$ cat config.mk
export PLATFORM = sky130hd
export DESIGN_NAME = ptp_ts_capture
export DESIGN_NICKNAME = d
export VERILOG_FILES = /design/src/rtl/ptp_ts_capture.sv
export SDC_FILE = /design/constraint.sdc
export NUM_CORES = 1
export LEC_CHECK = 0
export CORE_ASPECT_RATIO = 0.75
export CORE_MARGIN = 2
export CORE_UTILIZATION = 50
export DETAILED_ROUTE_END_ITERATION = 8
export HOLD_SLACK_MARGIN = 0.03
export PLACE_DENSITY = 0.7
export SYNTH_ARGS = -nofsm -noshare
export SYNTH_HDL_FRONTEND = slang
export SYNTH_SLANG_ARGS = --single-unit
export TNS_END_PERCENT = 30
$ cat constraint.sdc
create_clock -name rtc_clk -period 3.91 [get_ports rtc_clk]
set_clock_uncertainty 0.15 [all_clocks]
set_input_delay 0.782 -clock rtc_clk [delete_from_list [all_inputs] [get_ports rtc_clk]]
set_output_delay 0.782 -clock rtc_clk [all_outputs]
set_load 0.1 [all_outputs]
$ cat src/rtl/ptp_ts_capture.sv
// Event timestamp capture: sample RTC on evt_i, add latency correction,
// normalise seconds/nanoseconds, and queue result + tag in a FWFT FIFO.
module ptp_ts_capture #(
  parameter int unsigned DEPTH  = 4,
  parameter int unsigned AW     = 2,
  parameter logic [31:0] NS_MAX = 32'd1_000_000_000
) (
  input  logic          rtc_clk,
  input  logic          rtc_rst_n,
  input  logic [79:0]   rtc_std_i,
  input  logic [15:0]   rtc_fns_i,
  input  logic [31:0]   corr_ns_i,
  input  logic          evt_i,
  input  logic [15:0]   evt_tag_i,
  input  logic          fifo_clr_i,
  input  logic          ts_ready_i,
  output logic          ts_valid_o,
  output logic [79:0]   ts_std_o,
  output logic [15:0]   ts_fns_o,
  output logic [15:0]   ts_tag_o,
  output logic [AW:0]   fifo_cnt_o,
  output logic          ovf_o,
  input  logic          ovf_clr_i
);

  localparam int unsigned CW = AW + 1;

  typedef struct packed {
    logic [47:0] sec;
    logic [31:0] ns;
    logic [15:0] fns;
    logic [15:0] tag;
  } ts_entry_t;

  // S1 state: raw sample plus unnormalised nanosecond sum
  logic        s1_vld;
  logic [47:0] s1_sec;
  logic [15:0] s1_fns;
  logic [15:0] s1_tag;
  logic [32:0] s1_sum;

  // S2 state: normalised entry ready to push
  logic      s2_vld;
  ts_entry_t s2_ent;

  // FIFO state
  ts_entry_t mem [DEPTH];
  logic [AW-1:0] wr_ptr;
  logic [AW-1:0] rd_ptr;
  logic [CW-1:0] cnt;
  logic          ovf;

  logic [32:0] ns_wrap;
  logic        carry;
  logic        fifo_full;
  logic        pop;
  logic        push_req;
  logic        push;
  logic        ovf_set;

  assign ns_wrap   = s1_sum - 33'(NS_MAX);
  assign carry     = (s1_sum >= 33'(NS_MAX));
  assign fifo_full = (cnt == CW'(DEPTH));
  assign pop       = (cnt != '0) & ts_ready_i & ~fifo_clr_i;
  assign push_req  = s2_vld & ~fifo_clr_i;
  // A full FIFO still accepts a push when the head is popped on the same edge
  assign push      = push_req & (~fifo_full | pop);
  assign ovf_set   = push_req & fifo_full & ~pop;

  // Stage 1: sample time, tag and correction sum
  always_ff @(posedge rtc_clk or negedge rtc_rst_n) begin
    if (!rtc_rst_n) begin
      s1_vld <= 1'b0;
      s1_sec <= '0;
      s1_fns <= '0;
      s1_tag <= '0;
      s1_sum <= '0;
    end else begin
      s1_vld <= evt_i & ~fifo_clr_i;
      if (evt_i) begin
        s1_sec <= rtc_std_i[79:32];
        s1_fns <= rtc_fns_i;
        s1_tag <= evt_tag_i;
        s1_sum <= {1'b0, rtc_std_i[31:0]} + {1'b0, corr_ns_i};
      end
    end
  end

  // Stage 2: nanosecond rollover with carry into 48b seconds
  always_ff @(posedge rtc_clk or negedge rtc_rst_n) begin
    if (!rtc_rst_n) begin
      s2_vld <= 1'b0;
      s2_ent <= '0;
    end else begin
      s2_vld <= s1_vld & ~fifo_clr_i;
      if (s1_vld) begin
        s2_ent.sec <= carry ? (s1_sec + 48'd1) : s1_sec;
        s2_ent.ns  <= carry ? ns_wrap[31:0] : s1_sum[31:0];
        s2_ent.fns <= s1_fns;
        s2_ent.tag <= s1_tag;
      end
    end
  end

  // FIFO storage, pointers and occupancy
  always_ff @(posedge rtc_clk or negedge rtc_rst_n) begin
    if (!rtc_rst_n) begin
      for (int i = 0; i < int'(DEPTH); i++) mem[i] <= '0;
      wr_ptr <= '0;
      rd_ptr <= '0;
      cnt    <= '0;
    end else if (fifo_clr_i) begin
      wr_ptr <= '0;
      rd_ptr <= '0;
      cnt    <= '0;
    end else begin
      if (push) begin
        mem[wr_ptr] <= s2_ent;
        wr_ptr      <= wr_ptr + AW'(1);
      end
      if (pop) rd_ptr <= rd_ptr + AW'(1);
      case ({push, pop})
        2'b10:   cnt <= cnt + CW'(1);
        2'b01:   cnt <= cnt - CW'(1);
        default: cnt <= cnt;
      endcase
    end
  end

  // Sticky overflow; a new overflow wins over a clear on the same edge
  always_ff @(posedge rtc_clk or negedge rtc_rst_n) begin
    if (!rtc_rst_n)     ovf <= 1'b0;
    else if (ovf_set)   ovf <= 1'b1;
    else if (ovf_clr_i) ovf <= 1'b0;
  end

  assign ts_valid_o = (cnt != '0);
  assign ts_std_o   = {mem[rd_ptr].sec, mem[rd_ptr].ns};
  assign ts_fns_o   = mem[rd_ptr].fns;
  assign ts_tag_o   = mem[rd_ptr].tag;
  assign fifo_cnt_o = cnt;
  assign ovf_o      = ovf;

endmodule

After elaboration in Yosys (flattened, before gate mapping) --
Index checks and enable logic that the tools add are counted.
Cells by class: add/sub/neg operators 7, $lt $le $gt $ge 4, equal/unequal tests 3, muxes and demuxes 16, bitwise logic cells 14, reduce and logical (&&, ||, !) cells 7
Operators with widths (number):
- $bwmux 448 | 1
- $mux 112 | 3
- $bmux 112 s2 | 1
- $demux 112 s2 | 1
- $add 48x1->48 const B | 1
- $mux 48 | 1
- $add 32x32->33 | 1
- $ge 33x30->1 const B | 1
- $mux 32 | 1
- $sub 32x30->32 const B | 1
- $and 1x1->1 | 8
- $mux 2 | 4
- $ge 3x3->1 const B | 2
- $not 2->3 | 2
- $pmux 3 s2 | 1
- $reduce_bool 2->1 | 3
- $reduce_bool 3->1 | 2
- $add 2x1->2 const B | 2
- $add 3x1->3 const B | 1
- $eq 3x3->1 const B | 1
- $lt 3x1->1 const B | 1
- $mux 3 | 1
- $not 1->1 | 3
- $sub 3x1->3 const B | 1
- other kinds (6) | 7
Storage, ports and cells: flip-flop bits (word level) 683, input bits 150, output and inout port bits 117, word-level logic and storage cells 81

Depth between registers and ports, before layout --
depth in word-level cells 8, mapped depth 11, mapped depth without buffers 9

Least setup slack after synthesis --
OpenSTA, ideal clock, no wires.
kind reg-to-output, start point register rd_ptr[0], end point output port ts_std_o[21], arrival 2.265 ns, required time 2.978 ns, setup slack 0.713 ns, cell stages (with the launch flop) 5, buffers on the path 3, cells stage by stage dfrtp_1 -> clkbuf_1 -> clkbuf_1 -> buf_1 -> mux4_2
Between the ends: word-level cells in the longest chain between the ends 4
RTL lines:
- start: declaration | line 49 | logic [AW-1:0] rd_ptr;
- start signal: assignment | line 121 | if (pop) rd_ptr <= rd_ptr + AW'(1);
- $not 2->3 (implied by the code) | line 138 | assign ts_std_o = {mem[rd_ptr].sec, mem[rd_ptr].ns};
- $bmux 112 s2 | line 138
- $mux 112
- $mux 112 (implied by the code) | line 138
- end: declaration | line 18 | output logic [79:0] ts_std_o,
No other way between the ends. The select of a mux whose other input is x is not followed.

Worst setup path in the final report --
start point register s1_sum[4], end point register s2_ent[81] (netlist name)
Between the ends: word-level cells in the longest chain between the ends 2
RTL lines:
- start: declaration | line 40 | logic [32:0] s1_sum;
- start signal: assignment | line 84 | s1_sum <= {1'b0, rtc_std_i[31:0]} + {1'b0, corr_ns_i};
- $ge 33x30->1 | line 62 | assign carry = (s1_sum >= 33'(NS_MAX));
- $mux 48 | line 97 | s2_ent.sec <= carry ? (s1_sec + 48'd1) : s1_sec;
- end: declaration | line 44 | ts_entry_t s2_ent;
No other way between the ends. A chain may end at the register's enable or synchronous reset.

==> results by group <==
Outcome
  • Status: finished, final reports clean

Timing
  • Fin. Hold Viols: 0
  • Max Fclk: 281 MHz
  • Max_slew headroom: 25.3%
  • Unrepaired setup endpoints after global routing: no
  • Min Tclk post-route: 3.56 ns
  • Fin. max-slew vios: 0
  • Setup TNS: 0 ns
  • Min Hold Slack: 0.333 ns
  • Worst Tran Pin Value: 1.11 ns
  • Setup-failing EPs final: 0
  • Tcrit/Tclk final: 91.1%

Power
  • Net Switching: 10.9 mW
  • Static Leak: 16.9 nW
  • Sequential share of power: 35.5%
  • Combinational share of power: 38.8%
  • Clk pwr share: 25.7%
  • Switching Share: 41.3%
  • Worst ir drop on vdd: 627 uV
  • Pwr/cell area: 704 nW/um^2
  • Internal: 15.5 mW

Clocking
  • CTS tree: done
  • CTS Root Cell: clkbuf_16
  • Clk buf depth: 3
  • Clock sink total: 683
  • Htree depth: 3
  • Post-cts sizing count: 0
  • Worst skew pair latency: 0.60 ns
  • CTS buffer count: 69
  • Clock transition at path regs: 0.06 ns

Cells and area
  • Layout cells sized above 1: 38.4%
  • Filler Cell Count: 4786
  • Ant. Diodes: 0
  • Register area: 17100 sq um
  • Area delta synth->final: 19.4%
  • Final #Nets: 2716
  • Multi-input gate area: 13600 sq um

Run
  • Max-cap violations: 0

Synthesis
  • Distinct cells, synth: 80
  • Post-synthesis sequential area ratio: 54.5%
  • Synthesized net count: 2444
  • FFs w/ async S/R, synth: 100%
  • Ys Warns: 0
  • Post-synth EDFFs: 0
  • Avg Synthesized Cell Area: 13.9 sq um
  • Top_reg_cell synth: dfrtp_1
  • Seq cells post-synth: 683
  • Mapped Area: 31400 sq um
  • Post-Synthesis Cells: 2254

Drt
  • # DRC: 0
  • Total Routed Length: 75900 microns
  • Initial DRT Pass Iterations: 5
  • Vias per inst: 5.91
  • Drt initial violations: 1615
  • DRT antenna net count: 0
  • DR vias: 20000
  • Routed len/inst: 22.4 microns

Die
  • Num ports: 267
  • DIE WIDTH: 293 microns
  • Core ar.: 62100 sq um
  • Cell Rows: 79
  • Full die area: 64800 sq um
  • Initial Util: 50.6%
  • Die Y: 221 microns

Setup path
  • Worst reg2reg path startpoint: s1_sum[4]
  • Flop2flop setup slack: 0.35 ns
  • Worst setup SP type: register
  • Crit-path max FO: 16
  • RR Endpoint: s2_ent[81]
  • Crit path DAT: 3.93 ns
  • Reg2Reg Depth: 7
  • Setup crit end kind: register
  • Req. time, crit path: 4.28 ns
  • Setup CP Type: register to register

GRT
  • Gr ovfl total: 0
  • Initial antenna violation count: 0
  • Largest net degree at the start of global routing: 112
  • GRT Resource Usage Total: 24.0%
  • First-pass GRT wire length: 122000 microns
  • Vias in the first global route: 21500

Placed design
  • Final RePlAce weighted congestion: 0.911
  • Input/output buffers: 266
  • DP Wirelength: 51000 microns

Worst hold path
  • Endpoint, Worst Hold: mem[211]
  • Hold Startpoint: mem[211]
  • Hold crit path type: register to register
  • Hold path cells: 2
==> cell usage in the layout, fill, tap and decap left out, types with 10 or more instances in the layout <==
| cell type | count |
|---|---|
| a31oi_1 | 24 |
| buf_4 | 143 |
| a221o_1 | 10 |
| nand2_1 | 79 |
| ha_1 | 38 |
| dfrtp_1 | 680 |
| buf_12 | 32 |
| xnor2_1 | 24 |
| nor2_1 | 111 |
| inv_1 | 32 |
| o31ai_1 | 15 |
| o21ai_0 | 55 |
| a21oi_1 | 90 |
| xor2_1 | 30 |
| and3_1 | 15 |
| clkbuf_16 | 73 |
| mux4_2 | 112 |
| nand3_1 | 30 |
| a211oi_1 | 13 |
| o2111ai_1 | 13 |
| clkbuf_1 | 15 |
| clkdlybuf4s50_1 | 152 |
| clkbuf_8 | 15 |
| or4_1 | 10 |
| a21o_1 | 13 |
| or3_1 | 13 |
| mux2_2 | 567 |
==> cell usage after synthesis (3+ instances only) <==
| master | count | area (sq um) |
|---|---|---|
| o21ai_0 | 55 | 275 |
| xnor2_1 | 24 | 210 |
| o22ai_1 | 3 | 18.8 |
| o211ai_1 | 9 | 67.6 |
| mux4_2 | 112 | 2520 |
| ha_1 | 38 | 475 |
| a21o_1 | 13 | 97.6 |
| buf_1 | 29 | 109 |
| and3_1 | 15 | 93.8 |
| a2111o_1 | 3 | 33.8 |
| clkbuf_1 | 53 | 199 |
| o221ai_1 | 7 | 61.3 |
| a221o_1 | 10 | 100 |
| inv_1 | 32 | 120 |
| nand2_1 | 83 | 312 |
| or2_1 | 3 | 18.8 |
| and2_1 | 6 | 37.5 |
| mux2_2 | 567 | 6380 |
| or4_1 | 10 | 75.1 |
| o21bai_1 | 7 | 52.6 |
| nand4_1 | 6 | 37.5 |
| nand2b_1 | 4 | 25.0 |
| or3_1 | 13 | 81.3 |
| nor4_1 | 6 | 37.5 |
| o2111ai_1 | 13 | 114 |
| o31ai_1 | 15 | 113 |
| buf_2 | 43 | 215 |
| nor3_1 | 3 | 15.0 |
| o2111a_1 | 4 | 45.0 |
| xor2_1 | 30 | 263 |
| nand3_1 | 30 | 150 |
| a211o_1 | 6 | 52.6 |
| o21a_1 | 8 | 60.1 |
| a31oi_1 | 24 | 150 |
| nand3b_1 | 3 | 22.5 |
| nor2b_1 | 8 | 50.1 |
| and3_2 | 3 | 22.5 |
| mux2i_1 | 7 | 70.1 |
| a211oi_1 | 13 | 97.6 |
| nor2_1 | 111 | 417 |
| a2111oi_0 | 3 | 26.3 |
| dfrtp_1 | 683 | 17100 |
| a21oi_1 | 90 | 450 |
| o311ai_0 | 3 | 26.3 |
==> logic make-up after synthesis <==
logic type,count (synthesis),synth area share [%]
flops,683,54.5
buf+inv,161,2.20
simple gates,324,5.09
compound gates,306,6.50
xor+xnor,54,1.51
fa+ha+maj,40,1.64
mux,686,28.6
==> flip-flops by register name, summed over array words and instances, names as in the netlist <==
signal and flops:
s1_fns 16, rd_ptr 2, s2_vld 1, s1_vld 1, mem 448, s2_ent 112, s1_sum 33, s1_sec 48
ovf_o 1, s1_tag 16, wr_ptr 2, fifo_cnt_o 3
==> per-stage QoR <==
step,worst slack [ns],cells,utilization [%],total power [mW],cell area [sq um]
2_1_floorplan,0.713,2254,-,17.1,31400
3_3_place_gp,0.165,3264,56.6,19.5,35100
3_5_place_dp,0.0957,3264,56.6,19.8,35100
4_1_cts,0.311,3386,60.3,26.6,37500
5_1_grt,0.133,3386,60.3,27.4,37500
6_report,0.347,3386,60.3,26.4,37500
==> how the worst max path moves through the flow <==
stage                            start      endpoint  slack [ns]  cells past startpoint
after floorplan              rd_ptr[0]  ts_std_o[21]        0.71                      4
after global placement    rtc_std_i[0]    s1_sum[12]        0.17                     11
after detailed placement  rtc_std_i[0]    s1_sum[12]         0.1                     11
after CTS                    s1_sum[4]    s2_ent[81]        0.31                      7
after global routing         s1_sum[5]    s2_ent[81]        0.13                      7
final                        s1_sum[4]    s2_ent[81]        0.35                      7
==> per-layer routing <==
metal / vias up / GRT usage (%) / share of wire [%]
met5: - / 0 / 0
met4: 0 / 6.24 / 2.2
met3: 114 / 4.45 / 5.2
met2: 470 / 38.2 / 48
met1: 10500 / 34.2 / 45
li1: 8919 / - / -
==> final cells by class <==
class | instances | share of cell area (%)
sequential | 683 | 45.7
multi-input combinational | 1410 | 36.4
timing repair buffer | 330 | 8.73
clock buffer | 103 | 5.58
clock inverter | 18 | 0.611
inverter | 32 | 0.321
tap | 810 | 2.71
==> critical path, cell delays in order (launching register included) <==
cell and delay (ns):
dfrtp_1 0.41, nor4_1 0.62, nand4_1 0.21, nor4_2 0.42
o31a_2 0.43, o21ai_1 0.46, or4_1 0.61, a31oi_1 0.17
==> power groups by stage <==
stage / combinational, mW / sequential [mW] / clock (mW)
after detailed placement: 10.3 / 9.47 / 0
after global placement: 10.2 / 9.35 / 0
final: 10.2 / 9.36 / 6.76
after CTS: 10.3 / 9.36 / 6.91
after floorplan: 7.99 / 9.13 / 0
after global routing: 10.6 / 9.55 / 7.23
==> timing repair <==
| action | in CTS | in global routing |
|---|---|---|
| endpoints found under the setup margin | 0 | 0 |
| buffers inserted | 0 | 0 |
| hold buffers | 1 | 0 |
| endpoints found under the hold margin | 18 | 0 |
No activity file was read; power rests on OpenSTA's default activity.
